--- src/rtl/spi_sys_pkg.sv ---
// rtl/spi_sys_pkg.sv - shared types and constants for the sys bus router
package spi_sys_pkg;

  localparam int PAGE_W = 7;
  localparam int OFS_W  = 8;
  localparam int ADDR_W = PAGE_W + OFS_W;

  localparam logic [15:0] DEF_ERR_DATA = 16'hDEAD;
  localparam int          DEF_TIMEOUT  = 15;

  typedef enum logic [1:0] {
    ST_IDLE    = 2'd0,
    ST_WAIT_RD = 2'd1,
    ST_RESP    = 2'd2
  } state_e;

endpackage

--- src/rtl/spi_sys_rd_timer.sv ---
// rtl/spi_sys_rd_timer.sv - read acknowledge timer with expiry flag
module spi_sys_rd_timer
  import spi_sys_pkg::*;
#(
  parameter int TIMEOUT = DEF_TIMEOUT
) (
  input  logic clk,
  input  logic rst_n,
  input  logic clear,
  input  logic enable,
  output logic expired
);

  logic [7:0] count_q, count_d;

  // Clear wins over enable; the count holds at full scale rather than wrapping.
  always_comb begin
    count_d = count_q;
    if (clear) begin
      count_d = 8'd0;
    end else if (enable && (count_q != 8'hFF)) begin
      count_d = count_q + 8'd1;
    end
  end

  // Counter register.
  always_ff @(posedge clk or negedge rst_n) begin
    if (!rst_n) begin
      count_q <= 8'd0;
    end else begin
      count_q <= count_d;
    end
  end

  assign expired = (count_q == 8'(TIMEOUT));

endmodule

--- src/rtl/spi_sys_router.sv ---
// rtl/spi_sys_router.sv - routes the SPI slave sys bus to paged register targets
module spi_sys_router
  import spi_sys_pkg::*;
#(
  parameter int                NUM_CH    = 4,
  parameter logic [PAGE_W-1:0] BASE_PAGE = 7'h01,
  parameter int                DW        = 16,
  parameter int                TIMEOUT   = DEF_TIMEOUT,
  parameter logic [DW-1:0]     ERR_DATA  = DW'(DEF_ERR_DATA)
) (
  input  logic                 sys_clk,
  input  logic                 sys_rst_n,
  input  logic                 up_wr_en,
  input  logic                 up_rd_en,
  input  logic [ADDR_W-1:0]    up_addr,
  input  logic [DW-1:0]        up_wdata,
  output logic [DW-1:0]        up_rdata,
  output logic                 up_rvalid,
  output logic                 up_err,
  output logic                 busy,
  output logic [NUM_CH-1:0]    dn_wr_en,
  output logic [NUM_CH-1:0]    dn_rd_en,
  output logic [OFS_W-1:0]     dn_addr,
  output logic [DW-1:0]        dn_wdata,
  input  logic [NUM_CH*DW-1:0] dn_rdata,
  input  logic [NUM_CH-1:0]    dn_rack,
  output logic [7:0]           err_count
);

  localparam int CH_W = (NUM_CH > 1) ? $clog2(NUM_CH) : 1;

  state_e              state_q, state_d;
  logic [CH_W-1:0]     ch_q, ch_d;
  logic [NUM_CH-1:0]   wr_q, wr_d, rd_q, rd_d;
  logic [OFS_W-1:0]    addr_q, addr_d;
  logic [DW-1:0]       wdata_q, wdata_d;
  logic [DW-1:0]       rdata_q, rdata_d;
  logic                rvalid_q, rvalid_d;
  logic                err_q, err_d;
  logic [7:0]          err_cnt_q, err_cnt_d;

  logic [7:0]          page8, lo8, hi8;
  logic                hit;
  logic [CH_W-1:0]     req_ch;
  logic [NUM_CH-1:0]   req_onehot;
  logic                tmr_clear, tmr_expired;

  // 8-bit page arithmetic so BASE_PAGE+NUM_CH cannot wrap past page 7'h7F.
  assign page8  = {1'b0, up_addr[ADDR_W-1:OFS_W]};
  assign lo8    = {1'b0, BASE_PAGE};
  assign hi8    = lo8 + 8'(NUM_CH);
  assign hit    = (page8 >= lo8) && (page8 < hi8);
  assign req_ch = CH_W'(page8 - lo8);

  // One-hot strobe pattern for the decoded channel.
  always_comb begin
    req_onehot = '0;
    for (int i = 0; i < NUM_CH; i++) begin
      req_onehot[i] = (req_ch == CH_W'(i));
    end
  end

  // Next-state and response logic; any error pulse also bumps the counter once.
  always_comb begin
    state_d   = state_q;
    ch_d      = ch_q;
    wr_d      = '0;
    rd_d      = '0;
    addr_d    = addr_q;
    wdata_d   = wdata_q;
    rdata_d   = rdata_q;
    rvalid_d  = 1'b0;
    err_d     = 1'b0;
    tmr_clear = 1'b0;
    case (state_q)
      ST_IDLE: begin
        if (up_wr_en) begin
          if (hit) begin
            wr_d    = req_onehot;
            addr_d  = up_addr[OFS_W-1:0];
            wdata_d = up_wdata;
          end else begin
            err_d = 1'b1;
          end
          // A coincident read loses to the write and is reported as dropped.
          if (up_rd_en) err_d = 1'b1;
        end else if (up_rd_en) begin
          if (hit) begin
            rd_d      = req_onehot;
            addr_d    = up_addr[OFS_W-1:0];
            ch_d      = req_ch;
            tmr_clear = 1'b1;
            state_d   = ST_WAIT_RD;
          end else begin
            state_d = ST_RESP;
          end
        end
      end
      ST_WAIT_RD: begin
        // The ack is checked first so it wins over a coincident expiry.
        if (dn_rack[ch_q]) begin
          rdata_d  = dn_rdata[int'(ch_q)*DW +: DW];
          rvalid_d = 1'b1;
          state_d  = ST_IDLE;
        end else if (tmr_expired) begin
          rdata_d  = ERR_DATA;
          rvalid_d = 1'b1;
          err_d    = 1'b1;
          state_d  = ST_IDLE;
        end
        if (up_wr_en || up_rd_en) err_d = 1'b1;
      end
      ST_RESP: begin
        // Unmapped read answer; requests arriving now fold into the same error.
        rdata_d  = ERR_DATA;
        rvalid_d = 1'b1;
        err_d    = 1'b1;
        state_d  = ST_IDLE;
      end
      default: state_d = ST_IDLE;
    endcase
    err_cnt_d = (err_d && (err_cnt_q != 8'hFF)) ? err_cnt_q + 8'd1 : err_cnt_q;
  end

  // State and output registers.
  always_ff @(posedge sys_clk or negedge sys_rst_n) begin
    if (!sys_rst_n) begin
      state_q   <= ST_IDLE;
      ch_q      <= '0;
      wr_q      <= '0;
      rd_q      <= '0;
      addr_q    <= '0;
      wdata_q   <= '0;
      rdata_q   <= '0;
      rvalid_q  <= 1'b0;
      err_q     <= 1'b0;
      err_cnt_q <= 8'd0;
    end else begin
      state_q   <= state_d;
      ch_q      <= ch_d;
      wr_q      <= wr_d;
      rd_q      <= rd_d;
      addr_q    <= addr_d;
      wdata_q   <= wdata_d;
      rdata_q   <= rdata_d;
      rvalid_q  <= rvalid_d;
      err_q     <= err_d;
      err_cnt_q <= err_cnt_d;
    end
  end

  spi_sys_rd_timer #(
    .TIMEOUT (TIMEOUT)
  ) u_rd_timer (
    .clk     (sys_clk),
    .rst_n   (sys_rst_n),
    .clear   (tmr_clear),
    .enable  (state_q == ST_WAIT_RD),
    .expired (tmr_expired)
  );

  assign up_rdata  = rdata_q;
  assign up_rvalid = rvalid_q;
  assign up_err    = err_q;
  assign busy      = (state_q == ST_WAIT_RD);
  assign dn_wr_en  = wr_q;
  assign dn_rd_en  = rd_q;
  assign dn_addr   = addr_q;
  assign dn_wdata  = wdata_q;
  assign err_count = err_cnt_q;

endmodule

--- config.mk ---
export PLATFORM = sky130hd
export DESIGN_NAME = spi_sys_router
export DESIGN_NICKNAME = d
export VERILOG_FILES = /design/src/rtl/spi_sys_pkg.sv /design/src/rtl/spi_sys_rd_timer.sv /design/src/rtl/spi_sys_router.sv
export SDC_FILE = /design/constraint.sdc
export NUM_CORES = 1
export LEC_CHECK = 0
export CAP_MARGIN = 10
export CORE_MARGIN = 2
export CORE_UTILIZATION = 45
export CTS_CLUSTER_DIAMETER = 50
export CTS_CLUSTER_SIZE = 10
export DETAILED_ROUTE_END_ITERATION = 10
export GPL_ROUTABILITY_DRIVEN = 0
export HOLD_SLACK_MARGIN = 0.15
export PLACE_DENSITY = 0.95
export SLEW_MARGIN = 20
export SYNTH_ARGS = -nofsm -noshare
export SYNTH_HDL_FRONTEND = slang
export SYNTH_HIERARCHICAL = 1
export SYNTH_SLANG_ARGS = --single-unit
--- constraint.sdc ---
create_clock -name sys_clk -period 4.1 [get_ports sys_clk]
set_input_delay 0.615 -clock sys_clk [delete_from_list [all_inputs] [get_ports sys_clk]]
set_output_delay 0.615 -clock sys_clk [all_outputs]
set_load 0.01 [all_outputs]
* After elaboration in Yosys (flattened, before gate mapping) *
Cells that the tools add are included.

cells by class
  magnitude comparators = 3
  multiplexer cells = 35
  add/subtract/negate cells = 3
  eq/ne operators = 11
  shifts and indexed selects = 1
  reductions and logical operators = 14
  bitwise gates (word level) = 1

operators with widths
  kind                                                                           count
  64-bit by 7-bit variable part select with 16-bit output                        1
  8-bit two-way mux                                                              5
  16-bit two-way mux                                                             2
  16-bit one-hot mux with 2 select lines                                         1
  4-bit two-way mux                                                              6
  8-bit by 1-bit adder with 8-bit output (second input constant)                 2
  8-bit != test (second input constant)                                          2
  1-bit two-way mux                                                              12
  2-bit two-way mux                                                              5
  8-bit by 4-bit equality test with 1-bit output (second input constant)         1
  7-bit by 1-bit >= comparator with 1-bit output (second input constant)         1
  7-bit by 3-bit less-than comparator with 1-bit output (second input constant)  1
  2-bit equality test (second input constant)                                    3
  3-bit AND reduction                                                            2
  2-bit nonzero test                                                             3
  2-bit by 1-bit equality test with 1-bit output (second input constant)         2
  2-bit logical NOT                                                              2
  2-bit != test (second input constant)                                          2
  2-bit one-hot mux with 2 select lines                                          1
  2-bit AND reduction                                                            2
  4-bit AND reduction                                                            1
  1-bit logical AND                                                              3
  2-bit by 3-bit less-than comparator with 1-bit output (second input constant)  1
  3-bit != test (second input constant)                                          1
  6 further kinds                                                                6

storage, ports and cells
  register bits = 70
  output and inout bits = 59
  input port bits = 103
  word-level logic and storage cells = 79

* Depth between registers and ports, before layout *
Gate-level depths: netlist of the first run.

  depth after elaboration = 7
  mapped depth = 9
  depth with buffers taken out = 8

* Modules after synthesis *
Netlist of the first run, hierarchy kept.

modules (own cells, without submodules)
  module            area each (um2)  cells each  sequential area each (um2)  instances
  spi_sys_router    3066.7           244         1551.5                      1
  spi_sys_rd_timer  476.7            51          200.2                       1

* Least setup slack after synthesis of the first run *
OpenSTA, ideal clock, no wires.

  path kind = input port to flip-flop
  from = input up_addr[11]
  to = register u_rd_timer.count_q[3]
  path buffers = 1
  path slack = 1.496 ns
  data required time = 3.972 ns
  data arrival time = 2.476 ns
  cell stages on the path = 7
  library setup time = 0.128 ns
  cell sequence = or4_4 nor3_1 nand2_1 nor2_1 clkbuf_1 nor2_1 mux2_1

on the way
  longest elaborated chain between the ends = 7
  elaborated cells between the ends (all ways) = 9
  classes of those cells = 2 x order compare; 5 x mux; 2 x reduce/logical

ends and longest elaborated chain
  what                                                                                                                     line                    source
  from (decl)                                                                                                              spi_sys_router.sv:15    input logic [ADDR_W-1:0] up_addr,
  7-bit by 1-bit >= comparator with 1-bit output or 7-bit by 3-bit less-than comparator with 1-bit output (tied branches)  spi_sys_router.sv:52    assign hit = (page8 >= lo8) && (page8 < hi8);
  1-bit logical AND (*)                                                                                                    spi_sys_router.sv:52
  1-bit two-way mux (*)                                                                                                    spi_sys_router.sv:88    if (hit) begin
  1-bit two-way mux (*)                                                                                                    spi_sys_router.sv:87    end else if (up_rd_en) begin
  1-bit two-way mux (*)                                                                                                    spi_sys_router.sv:77    if (up_wr_en) begin
  1-bit two-way mux (*)                                                                                                    spi_sys_router.sv:75    case (state_q)
  named net tmr_clear                                                                                                      spi_sys_router.sv:46    logic tmr_clear, tmr_expired;
  8-bit two-way mux or 2-bit nonzero test (tied branches)                                                                  --
  to (signal assigned)                                                                                                     spi_sys_rd_timer.sv:31  count_q <= count_d;
  to (decl)                                                                                                                spi_sys_rd_timer.sv:14  logic [7:0] count_q, count_d;

Mark *: on every way through the listed nets, which the timed path passes. The rest lies on a longest branch.
A chain may end at the register's enable or synchronous reset.

* Final worst setup path of the first run *
  from = input up_addr[11]
  to = register wdata_q[6], in the netlist dn_wdata[6]

on the way
  longest elaborated chain between the ends = 3
  elaborated cells between the ends (all ways) = 4
  classes of those cells = 2 x order compare; 2 x reduce/logical

ends and longest elaborated chain
  what                                                                                                                     line                   source
  7-bit by 1-bit >= comparator with 1-bit output or 7-bit by 3-bit less-than comparator with 1-bit output (tied branches)  spi_sys_router.sv:52
  1-bit logical AND (*)                                                                                                    spi_sys_router.sv:52
  3-bit AND reduction (no line) (*)                                                                                        --
  to (signal assigned)                                                                                                     spi_sys_router.sv:144  wdata_q <= wdata_d;
  to (decl)                                                                                                                spi_sys_router.sv:36   logic [DW-1:0] wdata_q, wdata_d;

Every way passes the cells marked *; elsewhere a longest branch is shown, timed or not.

==> impl_metrics.csv, run 1 <==
group,metric,value,unit
layout,syn_to_final_growth,55.2,%
synth,synthCells,295,
synth,ys_seq_area_share,49.4,%
synth,synth.area.top_cells,"dfrtp_1 (49%), mux4_2 (11%), mux2_2 (8.6%)",
sta,rsz0062_at_grt,"no",
clock_tree,cts_sinks,70,
global_routing,grt_max_degree,71,
place,placed_area,0.00526,sq mm
sta,finalSetupViolCount,0,
worst_setup_path,crit_arrival,3.12,ns
sta,hold_viol,0,
drt,drt_iter0_drc,150,
run,cap_violations,0,
global_routing,use_met2,38.9,%
floorplanning,die_w,92.7,microns
clock_tree,htree_num_levels,3,
synth,yosysMostFrequentCell,"dfrtp_1",
synth,syn-num-nets,408,
synth,ys.flop_type,"dfrtp_1",
clock_tree,cts_buffers,9,
drt,drt-total-wl,9860,microns
global_routing,grt-ovfl-total,0,
layout,postLayoutCoreUtil,71.5,%
synth,syn_area,0.00354,sq mm
clock_tree,cts-resized-gates,0,
place,hpwl,7310,microns
synth,yosys.area.top_type,"dfrtp_1",
floorplanning,pin_count,162,
global_routing,gr-usage-all-layers,22.8,%
layout,final_nets,571,
global_routing,grt_pass1_vias,3159,
sta,worst_pin_slew,0.905,ns
floorplanning,core_area,0.00769,sq mm
global_routing,use_met1,28.4,%
clock_tree,cts_buffer_depth,2,
power_and_ir_drop,ir_drop,0.373,mV
drt,first_pass_iters,4,
sta,fin_skew,0.00699,ns
synth,yosysTopAreaCellShare,49.4,%
layout,multi_input_area,0.00170,sq mm
layout,finalNonFillerCells,565,
worst_setup_path,cp_max_fo,20,
layout,fillers,552,
layout,finalInstanceArea,0.00550,sq mm
floorplanning,dieArea,0.00860,sq mm
clock_tree,ctsHoldBuffers,0,
power_and_ir_drop,total_power,2.77,mW
sta,tns,0,ns
synth,yosys_warnings,6,
worst_hold_path,hold_class,"primary input to asynchronous set/reset pin",
clock_tree,cts_root_buf,"clkbuf_8",
layout,drive_above_1_share,15.6,%
worst_setup_path,critical_path_class,"primary input to register",
drt,num_vias,3039,
synth,synth_edf_count,0,
layout,seqCellArea,0.00175,sq mm
worst_setup_path,worst_setup_path_end_kind,"register",
worst_setup_path,rr_startpoint,"u_rd_timer/count_q[0]$_DFFE_PN0P_",
place,place_ws,0.837,ns
worst_setup_path,cp-start-kind,"primary input",
sta,fmax,0.346,GHz
sta,finalCritPeriodShare,70.6,%
sta,slew_violations,0,
clock_tree,worstSkewPairLatency,0.34,ns
layout,antenna_cells,0,
place,dp.cells,549,
drt,wire_per_inst,17.4,microns
floorplanning,fp-row-count,32,
outcome,outcome,"finished clean",
floorplanning,initial_utilization,46.1,%
global_routing,busiest_layer,"met2",
clock_tree,cts_setup_buffers,0,
power_and_ir_drop,power_density,504,mW/mm^2
sta,slew_headroom,39.7,%
drt,drc,0,
floorplanning,die_h,92.7,microns
synth,avgSynthCellArea,12.0,sq um
synth,yosys-top-cells-count,"dfrtp_1 (70), mux2_2 (27), nor2_1 (24)",
synth,async_reset_ff_share,100,%
clock_tree,clk_pin_slew,0.08,ns
worst_setup_path,crit_start,"up_addr[11]",
place,port_buffers,161,
global_routing,use_met3,5.78,%
sta,setup_slack,1.21,ns
global_routing,grt_pass1_wl,15300,microns
power_and_ir_drop,p_leak,2.29,nW
worst_setup_path,cp_data_required_time,4.33,ns
global_routing,antenna_found_initial,0,
sta,whs,0.368,ns
synth,yosys_register_bits,70,
sta,period_needed,2.89,ns
drt,routed_via_density,5.38,
drt,ant_nets,0,
synth,yosysUniqueCellTypes,46,
clock_tree,cts_tree,"built",
==> critical path, cell delays in order <==
cell	delay (ns)
clkdlybuf4s50_1	0.40
or4_4	0.54
nor3_1	0.34
nand3_1	0.69
mux2_2	0.53
==> layout make-up <==
| type | count | share of cell area (%) |
|---|---|---|
| Inverter | 11 | 0.751 |
| Sequential cell | 70 | 31.9 |
| Timing Repair Buffer | 164 | 29.7 |
| Clock inverter | 7 | 2.18 |
| Clock buffer | 9 | 2.25 |
| Tap cell | 102 | 2.32 |
| Multi-Input combinational cell | 202 | 31.0 |
==> layer usage <==
layer | vias up | wire (microns)
met5 | - | 0
met1 | 1476 | 4020
li1 | 1397 | -
met4 | 0 | 178
met3 | 16 | 834
met2 | 150 | 4830
==> cells in the final DEF (no fill, tap or decap), drive strengths merged, types with 3 or more instances in the layout <==
| cell type | netlist | routed |
|---|---|---|
| dfrtp | 70 | 70 |
| nor2 | 25 | 25 |
| or4 | 3 | 3 |
| buf | 3 | 4 |
| inv | 11 | 12 |
| bufinv | 0 | 3 |
| xor2 | 6 | 6 |
| a21oi | 3 | 3 |
| ha | 10 | 10 |
| nor3 | 10 | 10 |
| nand3 | 9 | 9 |
| mux2 | 31 | 31 |
| nand2b | 12 | 12 |
| clkdlybuf4s50 | 0 | 160 |
| clkbuf | 9 | 9 |
| o21a | 3 | 3 |
| nand2 | 21 | 21 |
| nand4 | 3 | 3 |
| mux4 | 17 | 17 |
| nor2b | 3 | 3 |
| o21ai | 17 | 17 |
| nor4 | 6 | 6 |
==> flip-flops by register name, summed over array words and instances (netlist names), 2 cells and up <==
| register | cells |
|---|---|
| state_q | 2 |
| dn_wdata | 16 |
| u_rd_timer/count_q | 8 |
| up_rdata | 16 |
| dn_wr_en | 4 |
| ch_q | 2 |
| dn_addr | 8 |
| dn_rd_en | 4 |
| err_count | 8 |
==> final timing paths <==
path / cells after the start / to / slack, ns
worst max-delay path: 5 / dn_wdata[6]$_DFFE_PN0P_ / 1.21
worst min-delay path: 1 / err_count[7]$_DFFE_PN0P_ / 0.37
worst max register to register: 8 / err_count[6]$_DFFE_PN0P_ / 1.29
worst min register to register: 2 / up_rdata[13]$_DFFE_PN0P_ / 0.48
max in group asynchronous: 1 / dn_addr[0]$_DFFE_PN0P_ / 3.16
min in group sys_clk: 2 / up_rdata[13]$_DFFE_PN0P_ / 0.48
==> power by group <==
group | internal [mW] | switching (mW)
combinational | 0.626 | 0.405
clock | 0.406 | 0.268
sequential | 0.894 | 0.176
==> logic make-up (layout without fill, tap and decap cells) <==
logic type               Yosys count  count (layout)  share of synthesized area [%]
multiplexers                      50              50                           21.3
buffers and inverters             23             191                           2.51
AO/OA/AOI/OAI                     35              35                           6.74
AND/OR/NAND/NOR                  101             101                           15.0
XOR/XNOR                           6               6                           1.48
adder cells (fa/ha/maj)           10              10                           3.53
flip-flops                        70              70                           49.4
Power figures use the tool's default switching activity.
==> run 2: changes to the inputs <==
CORE_UTILIZATION = 38   (was 45)
PLACE_DENSITY = 0.87   (was 0.95)
clock period = 2.4 ns   (was 4.1 ns; I/O delays follow)
==> run 2 against run 1 <==
Effect of this change: via count unchanged; highest routed layer unchanged; first-iteration DRC count down 30%; die area rose by 18%; flip-flop and latch count stayed put; utilization down 8.9 points; worst setup slack got worse by 1.2 ns.
==> impl_metrics.csv, run 2 (synthesis gave the netlist of run 1 again) <==
group,metric,value,unit
power_and_ir_drop,p_sw_share,30.9,%
layout,antenna_cells,0,
worst_setup_path,timing.rr.end,"err_count[4]$_DFFE_PN0P_",
floorplanning,die_w,101,microns
power_and_ir_drop,switchingPower,1.45,mW
worst_setup_path,crit_arrival,2.57,ns
clock_tree,ctsHoldBuffers,0,
sta,hold_viol,0,
clock_tree,htree_num_levels,3,
power_and_ir_drop,p_leak,2.41,nW
layout,drive_above_1_share,20.9,%
floorplanning,fp-row-count,35,
floorplanning,dieArea,0.0101,sq mm
sta,fmax,0.423,GHz
sta,slew_violations,0,
worst_setup_path,critical_path_class,"primary input to register",
layout,syn_to_final_growth,61.9,%
worst_setup_path,cpLargestDelayFamily,"simple AND/OR/NAND/NOR gates",
sta,finalSetupViolCount,0,
floorplanning,initial_utilization,38.7,%
drt,num_vias,3039,
global_routing,grt_pass1_wl,15400,microns
sta,fin_skew,0.00833,ns
drt,ant_nets,0,
sta,worst_pin_slew,0.941,ns
worst_setup_path,cp_num_buf_inv,2,
worst_setup_path,cp_max_fo,6,
layout,seqCellArea,0.00175,sq mm
worst_setup_path,worst_path_max_delay_cell,"or4_4",
place,port_buffers,161,
power_and_ir_drop,ir_drop,0.468,mV
layout,multi_input_area,0.00174,sq mm
floorplanning,pin_count,162,
clock_tree,cts_buffers,9,
sta,period_needed,2.36,ns
worst_setup_path,cp_data_required_time,2.60,ns
clock_tree,cts_tree,"built",
layout,fillers,725,
global_routing,grt_max_degree,41,
drt,routed_via_density,5.07,
sta,slew_headroom,37.3,%
worst_setup_path,critPathMaxStageDelay,0.55,ns
floorplanning,core_area,0.00915,sq mm
layout,most-common-layout-cells,"clkdlybuf4s50_1 (160), dfrtp_1 (70), mux2_2 (27)",
sta,rsz0062_at_grt,"yes",
power_and_ir_drop,cellInternalPower,3.25,mW
clock_tree,cts_sinks,70,
layout,final_nets,596,
floorplanning,die_h,101,microns
place,place_ws,-0.278,ns
clock_tree,clk_pin_slew,0.07,ns
drt,drt-total-wl,9630,microns
worst_setup_path,r2r_cells,10,
clock_tree,cts_buffer_depth,2,
power_and_ir_drop,pwr-share-seq,38.2,%
worst_setup_path,cp_cell_sequence,"clkdlybuf4s50_1, or4_4, or3_4, a311oi_4, buf_4, nor4_2, xor2_1",
worst_setup_path,worst_setup_path_end_kind,"register",
power_and_ir_drop,power_density,820,mW/mm^2
layout,final_common_cell,"clkdlybuf4s50_1",
global_routing,gr-usage-all-layers,19.3,%
global_routing,grt-ovfl-total,0,
drt,drt_iter0_drc,105,
drt,drc,0,
drt,wire_per_inst,16.1,microns
outcome,outcome,"finished clean",
global_routing,antenna_found_initial,0,
worst_setup_path,rr_startpoint,"u_rd_timer/count_q[0]$_DFFE_PN0P_",
power_and_ir_drop,power_frac_clock,22.4,%
layout,postLayoutCoreUtil,62.7,%
worst_setup_path,r2r_slack,0.11,ns
place,hpwl,7620,microns
run,cap_violations,0,
clock_tree,cts_root_buf,"clkbuf_8",
sta,setup_slack,0.0369,ns
clock_tree,worstSkewPairLatency,0.34,ns
sta,finalCritPeriodShare,98.5,%
worst_hold_path,hold_class,"primary input to asynchronous set/reset pin",
drt,first_pass_iters,4,
power_and_ir_drop,power_frac_comb,39.4,%
worst_setup_path,cp-start-kind,"primary input",
global_routing,grt_pass1_vias,3226,
run 2: cell count changes in the layout (fill, tap and decap cells not counted), sizes merged:
cell	delta
bufinv	-1
clkinv	-1
buf	+25
inv	+1
clkbuf	+1
run 2: how the worst max path moves through the flow:
stage | from | end | cells past startpoint
2_1_floorplan | up_addr[11] | u_rd_timer/count_q[3]$_DFFE_PN0P_ | 7
3_3_place_gp | up_addr[11] | err_count[3]$_DFFE_PN0P_ | 7
3_5_place_dp | up_addr[11] | err_count[4]$_DFFE_PN0P_ | 7
4_1_cts | u_rd_timer/count_q[0]$_DFFE_PN0P_ | err_count[2]$_DFFE_PN0P_ | 10
5_1_grt | u_rd_timer/count_q[0]$_DFFE_PN0P_ | err_count[4]$_DFFE_PN0P_ | 10
6_report | up_addr[11] | err_count[4]$_DFFE_PN0P_ | 7
run 2: through the flow:
stage / cell area, sq um / std cells / power (mW) / hold slack [ns] / setup TNS (ns)
after floorplan: 3540 / 295 / 2.59 / 0.0644 / 0
after global placement: 5470 / 582 / 3.58 / 0.463 / -2.37
after detailed placement: 5470 / 582 / 3.66 / 0.469 / -3.67
after CTS: 5700 / 598 / 4.74 / 0.184 / 0
after global routing: 5740 / 599 / 5.01 / 0.226 / -0.0692
final: 5740 / 599 / 4.70 / 0.167 / 0
run 2: metal layers:
| layer | up-vias | global-route usage [%] | share of wire [%] |
|---|---|---|---|
| li1 | 1444 | - | - |
| met1 | 1465 | 22.4 | 38 |
| met2 | 120 | 34.0 | 51 |
| met3 | 10 | 7.56 | 9.6 |
| met4 | 0 | 4.00 | 1.0 |
| met5 | - | 0 | 0 |
run 2: layout make-up:
type / count / area share, %
Clock buffer: 10 / 2.23
Sequential cell: 70 / 30.5
Timing Repair Buffer: 189 / 32.1
Tap cell: 111 / 2.42
Multi-Input combinational cell: 202 / 30.3
Inverter: 11 / 0.720
Clock inverter: 6 / 1.64
run 2: power groups by stage:
stage                     clock network [mW]  logic [mW]  registers (mW)
after floorplan                            0       0.670            1.92
after CTS                               1.09        1.85            1.80
after global placement                     0        1.79            1.79
final                                   1.05        1.85            1.80
after detailed placement                   0        1.84            1.82
after global routing                    1.15        2.02            1.85
run 2: timing repair:
item | in CTS | in global routing
pin swaps | 0 | 1
gates resized for setup | 1 | 5
endpoints found under the hold margin | 0 | 0
setup endpoints to repair | 2 | 4
buffers inserted | 0 | 1
